$ cat src/rtl/out_ser_cell.sv
// Fabric-to-pad output serializer: accepts a WIDTH-bit word on valid/ready and shifts it to OQZ one bit per IQC cycle.
// Optional pad bypass via OSEL when OUT_SER_CELL_OSEL_BYPASS_EN is defined.
module out_ser_cell #(
  parameter int   WIDTH      = 4,
  parameter bit   MSB_FIRST  = 1'b1,
  parameter logic IDLE_LEVEL = 1'b0
) (
  input  logic             IQC,
  input  logic             QRT,
  input  logic [WIDTH-1:0] F2A_DATA,
  input  logic             F2A_VALID,
  input  logic             F2A_OE,
`ifdef OUT_SER_CELL_OSEL_BYPASS_EN
  input  logic             OSEL,
`endif
  output logic             F2A_READY,
  output logic             OQZ,
  output logic             OEZ,
  output logic             BUSY
);

  localparam int            CW   = (WIDTH > 1) ? $clog2(WIDTH) : 1;
  localparam logic [CW-1:0] LAST = CW'(WIDTH - 1);

  typedef enum logic {S_IDLE, S_SHIFT} state_t;

  state_t           state_q, state_d;
  logic [CW-1:0]    cnt_q, cnt_d;
  logic [WIDTH-1:0] sr_q, sr_d;
  logic             oqz_q, oqz_d;
  logic             oez_q, oez_d;
  logic             busy_q, busy_d;
  logic             bypass;
  logic             accept;

`ifdef OUT_SER_CELL_OSEL_BYPASS_EN
  assign bypass = OSEL;
`else
  assign bypass = 1'b0;
`endif

  // Ready in the last bit slot lets the next word follow with no idle gap.
  assign F2A_READY = !QRT && !bypass &&
                     ((state_q == S_IDLE) || ((state_q == S_SHIFT) && (cnt_q == LAST)));
  assign accept    = F2A_VALID && F2A_READY;

  always_comb begin
    state_d = state_q;
    cnt_d   = cnt_q;
    sr_d    = sr_q;
    oqz_d   = oqz_q;
    oez_d   = oez_q;
    busy_d  = busy_q;
    if (bypass || (!accept && (state_q == S_SHIFT) && (cnt_q == LAST))) begin
      state_d = S_IDLE;
      cnt_d   = '0;
      oqz_d   = IDLE_LEVEL;
      oez_d   = 1'b0;
      busy_d  = 1'b0;
    end else if (accept) begin
      state_d = S_SHIFT;
      cnt_d   = '0;
      oez_d   = F2A_OE;
      busy_d  = 1'b1;
      if (MSB_FIRST) begin
        oqz_d = F2A_DATA[WIDTH-1];
        sr_d  = F2A_DATA << 1;
      end else begin
        oqz_d = F2A_DATA[0];
        sr_d  = F2A_DATA >> 1;
      end
    end else if (state_q == S_SHIFT) begin
      cnt_d = cnt_q + 1'b1;
      if (MSB_FIRST) begin
        oqz_d = sr_q[WIDTH-1];
        sr_d  = sr_q << 1;
      end else begin
        oqz_d = sr_q[0];
        sr_d  = sr_q >> 1;
      end
    end
  end

  always_ff @(posedge IQC) begin
    if (QRT) begin
      state_q <= S_IDLE;
      cnt_q   <= '0;
      sr_q    <= '0;
      oqz_q   <= IDLE_LEVEL;
      oez_q   <= 1'b0;
      busy_q  <= 1'b0;
    end else begin
      state_q <= state_d;
      cnt_q   <= cnt_d;
      sr_q    <= sr_d;
      oqz_q   <= oqz_d;
      oez_q   <= oez_d;
      busy_q  <= busy_d;
    end
  end

`ifdef OUT_SER_CELL_OSEL_BYPASS_EN
  assign OQZ = bypass ? F2A_DATA[0] : oqz_q;
  assign OEZ = bypass ? F2A_OE : oez_q;
`else
  assign OQZ = oqz_q;
  assign OEZ = oez_q;
`endif
  assign BUSY = busy_q;

endmodule
$ cat config.mk
export PLATFORM = sky130hd
export DESIGN_NAME = out_ser_cell
export DESIGN_NICKNAME = d
export VERILOG_FILES = /design/src/rtl/out_ser_cell.sv
export SDC_FILE = /design/constraint.sdc
export NUM_CORES = 1
export LEC_CHECK = 0
export CORE_AREA = 4 4 41 43
export DETAILED_ROUTE_END_ITERATION = 8
export DIE_AREA = 0 0 45 47
export PLACE_DENSITY = 0.55
export REMOVE_ABC_BUFFERS = 1
export SLEW_MARGIN = 15
export SYNTH_ARGS = -nofsm -noshare
export SYNTH_HDL_FRONTEND = slang
export SYNTH_SLANG_ARGS = --single-unit
$ cat constraint.sdc
create_clock -name IQC -period 1.1 [get_ports IQC]
set_input_delay 0.275 -clock IQC [delete_from_list [all_inputs] [get_ports IQC]]
set_output_delay 0.275 -clock IQC [all_outputs]
set_load 0.01 [all_outputs]
==> impl_metrics.ini, run 1 <==
[synth]
ys_seq_area_share_pct = 44.4
ys.flop_type = dfxtp_1
yosys.area_share.xor_xnor_pct = 0
synthCells = 38
syn_area_um2 = 360
synth_top_family_by_area = simple AND/OR/NAND/NOR gates
syn_avg_cell_area_um2 = 9.48
yosysWarningCount = 0
synth_compound_area_share_pct = 13.9
ys_seq_elements = 8
muxShareOfSynthArea_pct = 13.9
synth_commonest_cells = dfxtp_1, nor2_1, mux2i_1
ys_top_cells_by_area = dfxtp_1, mux2i_1, nor2_1
synth_cell_type_count = 18
synth_top_area_share_pct = 44.4
synthArstFlopShare_pct = 0
synth-simple-area-share_pct = 18.1
synth_edf_count = 0
synth_area_leader_cell = dfxtp_1
synth_fa_ha_area_share_pct = 3.47

[detailed_routing]
met3WireLength_um = 60
highest_layer = met3
drt_pass1_iterations = 2
vias = 336
dr_wl_met2_um = 402
via_per_inst = 4.60
post-route-drc-count = 0
wirelength_um = 841
wire_per_inst_um = 11.5
wl_met1_um = 378
drtIter0Drc = 1
ant_nets = 0

[timing]
slew_headroom_pct = 89.0
fin_ws_ps = -323
drv_slew = 0
worst_pin_slew_ps = 161
min_period_over_period_pct = 129
min_period_ps = 1420
fmax_mhz = 703
grt_setup_unrepaired = true
hold_viol = 0
finalSetupViolations = 5
fin_skew_ps = 2.43

[power_and_ir_drop]
ir_drop_uv = 532
cellLeakagePower_nw = 0.255
power_density_nw_per_um2 = 1160
total_power_mw = 0.697

[clock_network]
hold_buffers = 0
clk_pin_slew_ps = 50
clock-sinks = 8
htree_levels = 1
cts_buffers = 3
clk_path_buf_depth = 2
cts_root_buffer = clkbuf_4
clk_latency_ps = 250
cts_tree = done

[min_path]
worstHoldPathCells = 2
hp-class = flop to flop
hp-start = OEZ
worstHoldEndpoint = OEZ

[floorplan]
placement_rows = 13
core_um2 = 1300
start_util_pct = 27.7
ioPinCount = 12
die_x_um = 45
die_h_um = 47
dieArea_um2 = 2120

[place]
dp_hpwl_um = 561
dp.cells = 68
io_buffers = 11
gp_congestion = 0.724

[outcome]
violations = negative setup slack
status = finished with violations

[critical_path]
slowest_stage = dfxtp_2
critPathArrivalTime_ps = 1150
worstSetupEndpointType = output pin
reg2reg_from = cnt_q[1]
start_kind = flop
path_cells = ha_4 > and2b_2 > nor2_1 > buf_2
path_max_fanout = 2
crit_required_ps = 820
path_class = flop to output pin
path_buf_inv = 1
cpPeakStageDelay_ps = 350
r2r.worst_path.cells = 5
path_delay_family = flip-flops
r2r_setup_slack_ps = -100
r2r-end = OQZ

[layout]
nets = 69
fill_cells = 141
area_growth_syn_to_layout_pct = 67.4
fin_cells = 73
diodes = 0
drive_above_1_share_pct = 50.0

[grt]
grt_pass1_wl_um = 1210
antenna_found_initial = 0
groute.usage.overall_pct = 8.25
grt_max_degree = 9
grt.overflow.total = 0
grt_pass1_vias = 287

[flow_run]
cap_violations = 0
==> registers in the layout, indices dropped and copies added, names as in the netlist <==
register / flops
cnt_q: 2
OQZ: 1
sr_q: 3
OEZ: 1
state_q: 1
==> layer usage <==
metal	up-vias	global-route usage (%)
li1	176	-
met2	10	11.6
met4	0	7.02
met1	150	10.3
met5	-	0
met3	0	2.30
==> power by group <==
group / leakage [nW] / switching [mW] / internal (mW) / total (mW)
combinational: 0.175 / 0.0644 / 0.0882 / 0.153
sequential: 0.0670 / 0.0130 / 0.311 / 0.324
clock: 0.0138 / 0.0960 / 0.125 / 0.221
==> worst max-delay path by stage <==
stage               slack, ps      from  cells past startpoint   endpoint
global route             -380  cnt_q[1]                      4  F2A_READY
CTS                      -340  cnt_q[1]                      4  F2A_READY
global placement         -520  cnt_q[0]                      4  F2A_READY
finish                   -320  cnt_q[1]                      4  F2A_READY
detailed placement       -510       QRT                      3  F2A_READY
floorplan                -100  cnt_q[0]                      3  F2A_READY
==> cell type report <==
class                      count  area [µm²]  share of cell area, %
clock buffer                   3        22.5                   3.73
sequential                     8         164                   27.2
tap                           15        18.8                   3.11
timing repair buffer          19         166                   27.6
multi-input combinational     27         228                   37.8
inverter                       1        3.75                  0.622
==> cell families (layout without fill, tap and decap cells) <==
kind of cell	Yosys count	in the layout
multiplexers	5	5
flip-flops	8	8
AND/OR/NAND/NOR	14	14
adder cells (fa/ha/maj)	1	1
buffers and inverters	3	23
AO/OA/AOI/OAI	7	7
==> tightest hold or removal path: stages, from the launching register on <==
cell and delay (ps):
dfxtp_1 310, o21ai_2 50, a21oi_1 50
==> timing repair <==
action                                  in CTS  in global routing
endpoints found under the setup margin      11                 12
gates resized for setup                     21                 11
pin swaps                                    2                  4
buffers inserted                             0                  2
==> placed cells by master (no fill, tap or decap), drive strengths merged <==
cell / instances
a211oi: 2
a21oi: 2
a32oi: 1
and2b: 1
buf: 10
clkbuf: 5
clkdlybuf4s50: 6
dfxtp: 8
dlymetal6s2s: 1
ha: 1
inv: 1
mux2i: 5
nand2: 1
nand2b: 1
nand3: 1
nor2: 8
nor3: 1
o21ai: 1
o32a: 1
or2: 1
==> per-stage QoR <==
step	util, %	worst slack (ps)	setup TNS [ps]	instance area [µm²]	hold WS [ps]
6_report	46.3	-323	-571	603	460
5_1_grt	46.3	-385	-861	603	468
4_1_cts	43.5	-342	-515	566	479
3_5_place_dp	39.6	-505	-2330	515	471
3_3_place_gp	39.6	-520	-2340	515	473
2_1_floorplan	-	-105	-105	342	344
Power figures use the tool's default switching activity.
==> inputs of run 2 (changes only) <==
==> constraint.sdc (replaced) <==
create_clock -name IQC -period 1.1 [get_ports IQC]
set_input_delay 0.22 -clock IQC [delete_from_list [all_inputs] [get_ports IQC]]
set_output_delay 0.22 -clock IQC [all_outputs]
set_load 0.01 [all_outputs]
==> impl_metrics.ini, run 2 (synthesis results as in run 1) <==
[outcome]
status = finished with violations
violations = negative setup slack

[clock_network]
cts_tree = done
clock-sinks = 8
clk_pin_slew_ps = 50
cts_buffers = 3
clk_path_buf_depth = 2
clk_latency_ps = 250
htree_levels = 1
cts_root_buffer = clkbuf_4

[detailed_routing]
vias = 337
drtIter0Drc = 2
wire_per_inst_um = 11.5
via_per_inst = 4.62
ant_nets = 0
wirelength_um = 836
post-route-drc-count = 0
drt_pass1_iterations = 4

[grt]
groute.usage.overall_pct = 8.49
grt.overflow.total = 0
grt_max_degree = 9
antenna_found_initial = 0
grt_pass1_vias = 307
grt_pass1_wl_um = 1210

[timing]
slew_headroom_pct = 87.9
hold_viol = 0
hold_ws_ps = 421
drv_slew = 0
min_period_ps = 1370
grt_setup_unrepaired = true
tns_ps = -878
fin_ws_ps = -272
worst_pin_slew_ps = 177
fin_skew_ps = 5.59
finalSetupViolations = 6
fmax_mhz = 729
min_period_over_period_pct = 125

[floorplan]
die_x_um = 45
ioPinCount = 12
start_util_pct = 27.7
die_h_um = 47
dieArea_um2 = 2120
core_um2 = 1300
placement_rows = 13

[power_and_ir_drop]
cellLeakagePower_nw = 0.252
ir_drop_uv = 1010
power_density_nw_per_um2 = 1170

[layout]
drive_above_1_share_pct = 41.4
fill_cells = 137
final_common_cell = nor2_1
area_growth_syn_to_layout_pct = 61.8
nets = 69
largest_reg_flops = 3
final_cell_mix = nor2_1, clkdlybuf4s50_1, buf_4
fin_cells = 73
multiInputGateArea_um2 = 209
diodes = 0
register_area_um2 = 164
reg_top3 = sr_q: 3 flops, cnt_q: 2 flops
final_cell_area_um2 = 583
largest-register = sr_q

[critical_path]
crit_required_ps = 880
critPathArrivalTime_ps = 1150
start_kind = flop
worstSetupEndpointType = output pin
path_class = flop to output pin
slowest_stage = dfxtp_2
path_max_fanout = 2
r2r_setup_slack_ps = -210
cpPeakStageDelay_ps = 350
path_cells = ha_4 > and2b_2 > nor2_1 > buf_2

[place]
dpl-instance-area_um2 = 523
io_buffers = 11
dp.cells = 69
gp_congestion = 0.741
dp_hpwl_um = 564
dp_slack_ps = -440

[min_path]
hp-class = primary input to flop

[flow_run]
cap_violations = 0
==> run 2: cell type report <==
class	count	share of cell area, %
well taps	15	3.22
multi-input cells	27	35.8
flip-flops and latches	8	28.1
repair buffers	19	28.3
inverters	1	0.644
clock buffers	3	3.86
==> run 2: final timing paths <==
kind                                start   endpoint  depth (start not counted)
worst max-delay path             cnt_q[0]  F2A_READY                          4
worst min-delay path            F2A_VALID    state_q                          4
worst max register to register   cnt_q[0]        OQZ                          6
worst min register to register        OEZ        OEZ                          2
==> run 2: stage by stage <==
stage	utilization, %	total power, mW
after floorplan	-	0.375
after global placement	40.2	0.459
after detailed placement	40.2	0.458
after CTS	41.7	0.676
after global routing	44.8	0.742
final	44.8	0.681
==> run 2: worst max-delay path: cells and delay by family (launching register included) <==
| kind | cells | cell delay, ps |
|---|---|---|
| flops | 1 | 350 |
| simple gates | 2 | 290 |
| fa+ha+maj | 1 | 140 |
| buf+inv | 1 | 130 |
==> run 2: repair_timing <==
action                                  in CTS  in global routing
hold buffers                                 0                  0
resized for setup                           13                 12
endpoints found under the setup margin      10                 12
buffers inserted                             0                  1
pin swaps                                    0                  4
==> run 2: metal layers <==
layer	routed length [µm]	up-vias	share of wire (%)	GRT usage [%]
li1	-	174	-	-
met1	347	144	42	9.43
met2	390	19	47	12.4
met3	98	0	12	7.28
met4	0	0	0	1.75
met5	0	-	0	0
==> run 2: power breakdown <==
group | leakage [nW] | switching [mW] | internal, mW
clock network | 0.0138 | 0.0912 | 0.124
logic | 0.171 | 0.0593 | 0.0825
registers | 0.0670 | 0.0128 | 0.311
==> inputs of run 3 (changes only) <==
--- a/config.mk
+++ b/config.mk
@@ -8,9 +8,10 @@
 export CORE_AREA = 4 4 41 43
 export DETAILED_ROUTE_END_ITERATION = 8
 export DIE_AREA = 0 0 45 47
-export PLACE_DENSITY = 0.55
+export DONT_BUFFER_PORTS = 1
+export PLACE_DENSITY = 0.43
 export REMOVE_ABC_BUFFERS = 1
-export SLEW_MARGIN = 15
+export SLEW_MARGIN = 20
 export SYNTH_ARGS = -nofsm -noshare
 export SYNTH_HDL_FRONTEND = slang
 export SYNTH_SLANG_ARGS = --single-unit
==> impl_metrics.ini, run 3 (synthesis results as in run 1) <==
[timing]
drv_slew = 0
fin_skew_ps = 2.06
fin_ws_ps = -205
worst_pin_slew_ps = 248
fmax_mhz = 766
min_period_ps = 1310
hold_viol = 0
slew_headroom_pct = 83.4
finalSetupViolations = 7
grt_setup_unrepaired = true
min_period_over_period_pct = 119

[clock_network]
cts_buffers = 3
clk_pin_slew_ps = 50
clk_path_buf_depth = 2
cts_root_buffer = clkbuf_4
htree_levels = 1
clk_latency_ps = 260
clock-sinks = 8
cts_tree = done
hold_buffers = 0

[layout]
final_cell_mix = dfxtp_1, mux2i_1, nor2_1
diodes = 0
area_growth_syn_to_layout_pct = 32.3
reg_top3 = sr_q: 3 flops, cnt_q: 2 flops
final_common_cell = dfxtp_1
drive_above_1_share_pct = 45.5
fin_util_pct = 36.6
fill_cells = 152
fin_cells = 59
largest-register = sr_q
nets = 55
largest_reg_flops = 3
final_cell_area_um2 = 477

[place]
io_buffers = 0
dp_hpwl_um = 537
gp_congestion = 0.724
dp.cells = 55
dpl-instance-area_um2 = 390
dp_slack_ps = -61.6

[power_and_ir_drop]
ir_drop_uv = 644
power_density_nw_per_um2 = 1340
cellLeakagePower_nw = 0.185
total_power_mw = 0.640

[grt]
grt_pass1_vias = 306
grt_pass1_wl_um = 1200
grt_max_degree = 10
antenna_found_initial = 0
grt.overflow.total = 0
groute.usage.overall_pct = 8.32

[detailed_routing]
ant_nets = 0
vias = 292
post-route-drc-count = 0
drtIter0Drc = 1
via_per_inst = 4.95
drt_pass1_iterations = 2
wire_per_inst_um = 13.0
wirelength_um = 768

[floorplan]
core_um2 = 1300
ioPinCount = 12
placement_rows = 13
dieArea_um2 = 2120
start_util_pct = 27.7
die_h_um = 47
die_x_um = 45

[critical_path]
critPathArrivalTime_ps = 1090
path_cells = ha_4 > and2b_2 > nor2_4
start_kind = flop
crit_required_ps = 880
path_class = flop to output pin
path_max_fanout = 2
cpPeakStageDelay_ps = 350
slowest_stage = dfxtp_2
worstSetupEndpointType = output pin

[flow_run]
cap_violations = 0

[min_path]
hp-class = primary input to flop

[outcome]
violations = negative setup slack
status = finished with violations
## run 3: through the flow
stage,hold slack (ps),TNS [ps]
after CTS,12.7,-789
after floorplan,289,-49.7
final,16.6,-517
after detailed placement,293,-262
after global placement,294,-113
after global routing,11.6,-831
## run 3: final timing paths
path                 start   endpoint  slack (ps)  cells after the start
setup / recovery  cnt_q[0]  F2A_READY        -210                      3
hold / removal         QRT   cnt_q[0]          20                      1
setup reg to reg  cnt_q[0]    state_q         -90                      6
hold reg to reg    sr_q[2]    sr_q[3]         500                      2
## run 3: layout make-up
type / count / area [µm²] / area share (%)
timing repair buffer: 5 / 45.0 / 9.45
tap: 15 / 18.8 / 3.94
inverter: 1 / 3.75 / 0.787
sequential: 8 / 163 / 34.1
multi-input combinational: 27 / 224 / 47.0
clock buffer: 3 / 22.5 / 4.72
## run 3: power by group
part / switching (mW) / total, mW / internal (mW)
logic: 0.0374 / 0.0877 / 0.0503
registers: 0.0189 / 0.330 / 0.311
clock network: 0.0977 / 0.222 / 0.125
## run 3: routing by layer
| metal | share of wire (%) | up-vias | track usage (%) | wire length [µm] |
|---|---|---|---|---|
| li1 | - | 147 | - | - |
| met1 | 43 | 132 | 9.17 | 329 |
| met2 | 46 | 11 | 12.7 | 353 |
| met3 | 8.6 | 2 | 4.21 | 66 |
| met4 | 2.6 | 0 | 5.26 | 20 |
| met5 | 0 | - | 0 | 0 |
## run 3: repair_timing
item | 4_1_cts | 5_1_grt
endpoints found under the setup margin | 7 | 8
resized for setup | 10 | 5
cloned | 0 | 0
hold endpoints to repair | 0 | 0
pin swaps | 1 | 3
setup buffers | 1 | 0
## run 3: worst max-delay path, delay by kind of cell, from the launching register on
kind                       cells  cell delay (ps)
adders and majority gates      1              130
DFF                            1              350
and+or+nand+nor                2              350
